$ cat src/rtl/fix_sched_pkg.sv
// fix_sched_pkg: shared widths, message codes, state and order types for the scheduler.
package fix_sched_pkg;
  localparam int HOST_ADDR_WIDTH = 8;
  localparam int VALUE_DATA_WIDTH = 32;
  localparam int VALUE_SIZE = 3;
  localparam int STARVE_W = 8;
  localparam int WD_W = 16;
  localparam logic [3:0] MSG_LOGON = 4'h1;
  localparam logic [3:0] MSG_LOGOUT = 4'h2;
  localparam logic [3:0] MSG_HEARTBEAT = 4'h3;
  localparam logic [3:0] MSG_RESEND_REQ = 4'h4;
  typedef enum logic [1:0] {IDLE, ISSUE, WAIT_DONE} state_t;
  typedef struct packed {
    logic [3:0] msg_type;
    logic [HOST_ADDR_WIDTH-1:0] host;
    logic [VALUE_DATA_WIDTH-1:0] tcid;
    logic [VALUE_SIZE-1:0] tcid_size;
  } order_t;
endpackage

$ cat src/rtl/adm_req_fifo.sv
// adm_req_fifo: synchronous order FIFO; a push into a full FIFO succeeds only alongside a pop.
module adm_req_fifo
  import fix_sched_pkg::*;
#(
  parameter type T = order_t,
  parameter int DEPTH = 4
) (
  input  logic clk,
  input  logic rst,
  input  logic push,
  input  logic pop,
  input  T     wdata,
  output T     rdata,
  output logic full,
  output logic empty
);
  localparam int AW = $clog2(DEPTH);
  T mem [DEPTH];
  logic [AW:0] wr_q, rd_q;
  logic wr_en, rd_en;
  assign empty = wr_q == rd_q;
  assign full = (wr_q[AW] != rd_q[AW]) && (wr_q[AW-1:0] == rd_q[AW-1:0]);
  assign rdata = mem[rd_q[AW-1:0]];
  assign rd_en = pop && !empty;
  assign wr_en = push && (!full || rd_en);
  always_ff @(posedge clk) begin
    if (rst) begin
      wr_q <= '0;
      rd_q <= '0;
    end else begin
      if (wr_en) wr_q <= wr_q + 1'b1;
      if (rd_en) rd_q <= rd_q + 1'b1;
    end
  end
  always_ff @(posedge clk) begin
    if (wr_en) mem[wr_q[AW-1:0]] <= wdata;
  end
endmodule

$ cat src/rtl/fix_msg_scheduler.sv
// fix_msg_scheduler: queues admin orders, arbitrates them against app orders with a starvation
// limit, and issues one order at a time to create-message, guarded by a completion watchdog.
module fix_msg_scheduler
  import fix_sched_pkg::*;
#(
  parameter int HOST_W = HOST_ADDR_WIDTH,
  parameter int VALUE_W = VALUE_DATA_WIDTH,
  parameter int SIZE_W = VALUE_SIZE,
  parameter int FIFO_DEPTH = 4,
  parameter int STARVE_LIMIT = 4,
  parameter int DONE_TIMEOUT = 1023
) (
  input  logic               clk,
  input  logic               rst,
  input  logic               adm_valid_i,
  input  logic [3:0]         adm_type_i,
  input  logic [HOST_W-1:0]  adm_host_i,
  input  logic [VALUE_W-1:0] adm_tcid_i,
  input  logic [SIZE_W-1:0]  adm_tcid_size_i,
  output logic               adm_overflow_o,
  input  logic               app_valid_i,
  output logic               app_ready_o,
  input  logic [3:0]         app_type_i,
  input  logic [HOST_W-1:0]  app_host_i,
  input  logic [VALUE_W-1:0] app_tcid_i,
  input  logic [SIZE_W-1:0]  app_tcid_size_i,
  output logic [3:0]         create_message_o,
  output logic [HOST_W-1:0]  msg_host_o,
  output logic [VALUE_W-1:0] targetCompId_o,
  output logic [SIZE_W-1:0]  s_v_targetCompId_o,
  output logic               initiate_msg_o,
  input  logic               create_done_i,
  output logic               busy_o,
  output logic               timeout_err_o
);
  typedef struct packed {
    logic [3:0] msg_type;
    logic [HOST_W-1:0] host;
    logic [VALUE_W-1:0] tcid;
    logic [SIZE_W-1:0] tcid_size;
  } ord_t;
  state_t state_q, state_d;
  ord_t adm_ord, adm_head, app_ord, out_q;
  logic full, empty, adm_sel, app_sel, expire, starved;
  logic initiate_q, timeout_q, ovf_q;
  logic [STARVE_W-1:0] starve_q;
  logic [WD_W-1:0] wd_q;
  assign adm_ord = {adm_type_i, adm_host_i, adm_tcid_i, adm_tcid_size_i};
  assign app_ord = {app_type_i, app_host_i, app_tcid_i, app_tcid_size_i};
  adm_req_fifo #(.T(ord_t), .DEPTH(FIFO_DEPTH)) u_fifo (
    .clk(clk), .rst(rst), .push(adm_valid_i), .pop(adm_sel), .wdata(adm_ord),
    .rdata(adm_head), .full(full), .empty(empty)
  );
  assign starved = starve_q == STARVE_W'(STARVE_LIMIT);
  assign adm_sel = (state_q == IDLE) && !empty && (!app_valid_i || starve_q < STARVE_W'(STARVE_LIMIT));
  assign app_ready_o = (state_q == IDLE) && !rst && (empty || starved);
  assign app_sel = app_valid_i && app_ready_o;
  assign expire = (state_q == WAIT_DONE) && (wd_q == WD_W'(DONE_TIMEOUT - 1));
  always_comb begin
    state_d = state_q;
    unique case (state_q)
      IDLE:      state_d = (adm_sel || app_sel) ? ISSUE : IDLE;
      ISSUE:     state_d = WAIT_DONE;
      WAIT_DONE: state_d = (create_done_i || expire) ? IDLE : WAIT_DONE;
      default:   state_d = IDLE;
    endcase
  end
  // Admin grants only advance the starve count while an app order is actually waiting.
  always_ff @(posedge clk) begin
    if (rst) begin
      state_q <= IDLE;
      starve_q <= '0;
      wd_q <= '0;
      out_q <= '0;
      initiate_q <= 1'b0;
      timeout_q <= 1'b0;
      ovf_q <= 1'b0;
    end else begin
      state_q <= state_d;
      if (adm_sel) starve_q <= app_valid_i ? starve_q + 1'b1 : '0;
      else if (app_sel) starve_q <= '0;
      if (adm_sel || app_sel) out_q <= adm_sel ? adm_head : app_ord;
      wd_q <= (state_q == ISSUE) ? '0 : (state_q == WAIT_DONE) ? wd_q + 1'b1 : wd_q;
      initiate_q <= state_q == ISSUE;
      timeout_q <= expire && !create_done_i;
      ovf_q <= ovf_q || (adm_valid_i && full && !adm_sel);
    end
  end
  assign create_message_o = out_q.msg_type;
  assign msg_host_o = out_q.host;
  assign targetCompId_o = out_q.tcid;
  assign s_v_targetCompId_o = out_q.tcid_size;
  assign initiate_msg_o = initiate_q;
  assign busy_o = state_q != IDLE;
  assign timeout_err_o = timeout_q;
  assign adm_overflow_o = ovf_q;
endmodule

$ cat config.mk
export PLATFORM = sky130hd
export DESIGN_NAME = fix_msg_scheduler
export DESIGN_NICKNAME = d
export VERILOG_FILES = /design/src/rtl/fix_sched_pkg.sv /design/src/rtl/adm_req_fifo.sv /design/src/rtl/fix_msg_scheduler.sv
export SDC_FILE = /design/constraint.sdc
export NUM_CORES = 1
export LEC_CHECK = 0
export ABC_AREA = 1
export ABC_CLOCK_PERIOD_IN_PS = 7900
export CORE_ASPECT_RATIO = 1.1
export CORE_MARGIN = 8
export CORE_UTILIZATION = 59
export DETAILED_ROUTE_END_ITERATION = 10
export PLACE_DENSITY_LB_ADDON = 0.15
export SYNTH_ARGS = -nofsm -noshare
export SYNTH_HDL_FRONTEND = slang
export SYNTH_SLANG_ARGS = --single-unit
$ cat constraint.sdc
create_clock -name clk -period 7.9 [get_ports clk]
set_clock_uncertainty 0.15 [all_clocks]
set_input_delay 0.79 -clock clk [delete_from_list [all_inputs] [get_ports clk]]
set_output_delay 0.79 -clock clk [all_outputs]
set_load 0.02 [all_outputs]
### Word-level counts from Yosys, hierarchy flattened

Memory sizes are Yosys's and may differ from the RTL's. A register that Yosys moved wholly into a read port is not among the register bits.
Cells that the tools add are included.

* memories kept: 1
* output and inout bits: 52
* bits of input ports: 99
* RAM bits: 188
* register bits: 82

* reductions and logical operators: 28
* multiplexer cells: 11
* $lt $le $gt $ge: 1
* equal/unequal tests: 7
* $add $sub $neg: 4

Memory list
* u_fifo.mem: depth 4, bits a word 47, rd ports 1, clocked after memory_dff 1, write ports 1, line adm_req_fifo.sv:18 `T mem [DEPTH];`

Operator list (count)
* $mux W47: 1
* $mux W8: 3
* $add A16 B1 Y16 const B: 1
* $eq A16 B10 Y1 const B: 1
* $logic_and A1 B1 Y1: 12
* $add A8 B1 Y8 const B: 1
* $eq A8 B3 Y1 const B: 1
* $lt A8 B3 Y1 const B: 1
* $add A3 B1 Y3 const B: 2
* $logic_not A1 Y1: 6
* $logic_or A1 B1 Y1: 6
* $mux W2: 3
* $pmux W2 S3: 1
* $reduce_bool A2 Y1: 2
* $eq A3 B3 Y1: 1
* $mux W1: 3
* $eq A2 B1 Y1 const B: 1
* $eq A2 B2 Y1: 1
* $eq A2 B2 Y1 const B: 1
* $logic_not A2 Y1: 1
* $reduce_or A2 Y1: 1
* $ne A1 B1 Y1: 1

### Depth between registers and ports, before layout

* depth in word-level cells: 9
* mapped depth: 11
* mapped depth without buffers: 10

### Modules after synthesis

From an unflattened synthesis, not the netlist that was laid out.

* cells, all modules: 1170
* area, all modules: 11484.8 um^2

By module, submodules not included
* adm_req_fifo: instances 1, sequential area each 5805.6 um^2, cells each 521, area an instance 7397.1 um^2
* fix_msg_scheduler: instances 1, sequential area each 1521.5 um^2, cells each 649, area an instance 4087.7 um^2

### Worst setup path after synthesis

Ideal clock, no wire load.

* path kind: input-to-reg
* from: input app_valid_i
* to: memory u_fifo.mem[0][0] in the netlist's numbering, enable pin
* slack: 3.984 ns
* path buffers: 1
* setup time: 0.452 ns
* stages: 6
* data arrival time: 3.315 ns
* cells stage by stage: nand2_1 -> nand3_4 -> buf_6 -> nand2_2 -> nand2_2 -> nor2_1

* cells in the longest elaborated chain, start to end: 8

RTL lines
* start, declared: line fix_msg_scheduler.sv:21 `input logic app_valid_i,`
* $logic_not A1 Y1: line fix_msg_scheduler.sv:55 `assign adm_sel = (state_q == IDLE) && !empty && (!app_valid_i || starve_q < STARVE_W'(STARVE_LIMIT));`
* $logic_or A1 B1 Y1: line fix_msg_scheduler.sv:55
* $logic_and A1 B1 Y1: line fix_msg_scheduler.sv:55
* $logic_and A1 B1 Y1: line adm_req_fifo.sv:24 `assign rd_en = pop && !empty;`
* $logic_or A1 B1 Y1: line adm_req_fifo.sv:25 `assign wr_en = push && (!full || rd_en);`
* $logic_and A1 B1 Y1: line adm_req_fifo.sv:25
* $mux W1: line adm_req_fifo.sv:36 `if (wr_en) mem[wr_q[AW-1:0]] <= wdata;`
* $mux W1 (not written as such): line adm_req_fifo.sv:36
* end, declared: line adm_req_fifo.sv:18

Every way passes these cells.

### Worst setup path after layout

* from: input rst
* to: output app_ready_o

* cells in the longest elaborated chain, start to end: 3

RTL lines
* start, declared: line fix_msg_scheduler.sv:14 `input logic rst,`
* $logic_not A1 Y1: line fix_msg_scheduler.sv:56 `assign app_ready_o = (state_q == IDLE) && !rst && (empty || starved);`
* $logic_and A1 B1 Y1 (2 in a row): line fix_msg_scheduler.sv:56
* end, declared: line fix_msg_scheduler.sv:22 `output logic app_ready_o,`

Every way passes these cells.

==> impl_metrics.csv <==
group,metric,value,unit
synth,synth_top_family_by_area,"simple AND/OR/NAND/NOR gates",
synth,synth.area.mux_share,0,%
setup_path,slowest_stage,"clkdlybuf4s50_1",
cts,cts_tree,"built",
synth,ys_seq_area_share,64.1,%
pwr,combPwrFrac,35.4,%
pwr,seqPwrFrac,38.7,%
sta,fmax,271,MHz
cells_and_area,final_cell_mix,"nor2_1, edfxtp_1, o21ai_0, clkdlybuf4s50_1, nand2_1",
pwr,power.density,334,nW/µm²
setup_path,critPathKind,"in -> out",
cells_and_area,regArea,7330,µm²
global_route,grt_pass1_vias,8110,
hold_path,min_path_type,"reg -> reg",
floorplan,placementRows,53,
placement,post-place-ws,3.99,ns
setup_path,crit_fanout,17,
routing,vias,8306,
cells_and_area,design_area,13800,µm²
cts,insertion_delay,0.52,ns
synth,ys.warnings.count,0,
global_route,grt_max_degree,103,
cts,cts_sinks,272,
setup_path,worstRegToRegCells,8,
setup_path,crit_arrival,2.76,ns
synth,ys_top_cells_by_area,"edfxtp_1, dfxtp_1, nor2_1, o21ai_0, nand2_1",
routing,wirelength,25.4,mm
synth,synth.avg_cell_area,9.61,µm²
placement,dpl_cell_area,13000,µm²
cells_and_area,multi_input_area,3310,µm²
synth,synth_area,11400,µm²
global_route,antenna_found_initial,0,
sta,fin_crit,3.70,ns
cells_and_area,layout_commonest_cell,"nor2_1",
sta,setup_viol,0,
setup_path,critPathBufInv,2,
floorplan,core_area,19000,µm²
setup_path,path_cells,"clkdlybuf4s50_1 -> nor2_1 -> a21boi_0 -> clkdlybuf4s50_1",
pwr,ir_drop,0.353,mV
cts,cts-resized-gates,0,
cells_and_area,nNetsFinal,1421,
cts,h-tree-depth,1,
synth,yosys.area.top_type,"edfxtp_1",
cells_and_area,area_growth,21.0,%
setup_path,critPathTopFamily,"buffers and inverters",
pwr,switching_power,1.64,mW
hold_path,hold-path-cell-count,2,
cts,clockBufferDepth,3,
synth,yosysTopAreaCellShare,49.4,%
cts,postCtsSetupBuffers,0,
routing,first_pass_iters,5,
synth,ys_seq_elements,272,
placement,dpl.hpwl,15.8,mm
setup_path,slowest_delay,0.75,ns
cts,numCtsBuffers,27,
placement,gp_congestion,0.800,
setup_path,path_depth,4,
floorplan,dieArea,24100,µm²
pwr,p_leak,5.31,nW
global_route,grt-ovfl-total,0,
sta,period_share,46.8,%
synth,synth-compound-area-share,10.1,%
floorplan,num_io_pins,151,
cells_and_area,diodes,0,
pwr,p_clk_share,25.9,%
placement,numPortBuffers,150,
sta,fin_tns_setup,0,ns
pwr,switching_share,35.6,%
synth,synth_xor_xnor_area_share,0.230,%
routing,drc,0,
synth,synthSimpleGateAreaFrac,17.4,%
cts,path_clk_slew,0.06,ns
routing,antenna_left,0,
cells_and_area,fill_cells,1380,
routing,detail_route.iter0.violations,630,
sta,max_slew_margin,30.7,%
cts,root_buffer,"clkbuf_16",
flow_run,maxCapViolCount,0,
global_route,grt_use_total,20.6,%
global_route,grt_pass1_wl,40.2,mm
sta,rsz0062_at_grt,"no",
sta,slew_viol_final,0,
setup_path,path_common_cell,"clkdlybuf4s50_1",
cells_and_area,drive_above_1_share,5.03,%
outcome,status,"completed",
routing,viasPerCell,5.26,
synth,synth_fp_nets,1298,
synth,synthCells,1190,
routing,avgRoutedWirePerCell,16.1,µm
synth,synthAdderAreaFrac,0.985,%
setup_path,crit_path_end_kind,"output pin",
setup_path,start_kind,"input pin",
setup_path,cp.required,6.96,ns
sta,worst_slew_pin_slew,1.04,ns
sta,finalWorstSetupSlack,4.20,ns
floorplan,initial_core_util,60.1,%
cts,hold_buffers,0,
pwr,internal-power,2.97,mW
synth,synth_cell_type_count,35,
floorplan,die_y,162,µm
floorplan,die_w,149,µm
sta,hold_violations,0,
area by class of cell:
cell class	instances	share of cell area [%]
flip-flops and latches	272	53.0
multi-input cells	722	23.9
repair buffers	159	11.3
clock buffers	36	5.20
inverters	131	3.55
well taps	247	2.23
clock inverters	12	0.742
flip-flops by register name, summed over array words and instances, names as in the netlist, 3 cells and up, named ones only:
signal              cells
u_fifo.mem            188
targetCompId_o         32
wd_q                   16
msg_host_o              8
starve_q                8
create_message_o        4
s_v_targetCompId_o      3
u_fifo.rd_q             3
u_fifo.wr_q             3
kinds of logic after synthesis:
| family | count (synthesis) |
|---|---|
| AOI/OAI and AO/OA | 226 |
| xor gates and xnor gates | 3 |
| adders and majority gates | 9 |
| buffers and inverters | 196 |
| DFF | 272 |
| and+or+nand+nor | 484 |
power groups by stage:
stage / sequential (mW) / combinational [mW] / clock [mW]
2_1_floorplan: 1.88 / 1.10 / 0
3_3_place_gp: 1.81 / 1.60 / 0
3_5_place_dp: 1.82 / 1.64 / 0
4_1_cts: 1.79 / 1.65 / 1.21
5_1_grt: 1.80 / 1.84 / 1.26
6_report: 1.79 / 1.63 / 1.20
metal layers:
metal  vias to the layer above  part of all wire (%)  GRT usage, %
met5                         -                     0             0
met4                         0                   1.6          5.88
met3                        31                   5.4          2.95
met2                       207                    51          37.3
met1                      3898                    42          25.0
li1                       4170                     -             -
metrics by stage:
stage | hold slack [ns] | util, % | power (mW) | cells
2_1_floorplan | 0.268 | - | 2.98 | 1190
3_3_place_gp | 0.280 | 68.4 | 3.41 | 1531
6_report | 0.289 | 72.7 | 4.62 | 1579
4_1_cts | 0.290 | 72.7 | 4.65 | 1579
3_5_place_dp | 0.280 | 68.4 | 3.46 | 1531
5_1_grt | 0.311 | 72.7 | 4.90 | 1579
tightest hold or removal path, delay by kind of cell, from the launching register on:
| family | cells | cell delay, ns |
|---|---|---|
| flip-flops | 1 | 0.31 |
| AND/OR/NAND/NOR | 2 | 0.09 |
Yosys cell counts:
cell / instances
a31oi_1: 2
nand3b_1: 2
nor3_1: 8
clkinv_1: 1
inv_1: 128
nand3_4: 2
nor4_1: 1
ha_1: 9
xnor2_1: 1
a21boi_0: 1
nand4_1: 3
clkbuf_2: 2
xor2_1: 2
clkbuf_1: 23
inv_2: 2
buf_2: 32
buf_4: 4
o21a_1: 3
a21oi_2: 1
a31o_2: 1
nand2_2: 4
edfxtp_1: 188
nor3b_1: 2
nand3_1: 58
buf_6: 4
nand2_1: 136
or2_2: 3
o21ai_1: 30
a21oi_1: 18
nand3_2: 1
o21ai_0: 170
or2_0: 1
nor2_4: 2
nor2_1: 261
dfxtp_1: 84
worst paths after layout:
check	startpoint	endpoint	slack, ns
min reg2reg	starve_q[5]$_SDFFE_PP0P_	starve_q[5]$_SDFFE_PP0P_	0.29
max reg2reg	u_fifo.wr_q[0]$_SDFFE_PP0P_	msg_host_o[7]$_SDFFE_PP0P_	4.77
min	starve_q[5]$_SDFFE_PP0P_	starve_q[5]$_SDFFE_PP0P_	0.29
max	rst	app_ready_o	4.20
(Power assumes the default switching activity.)
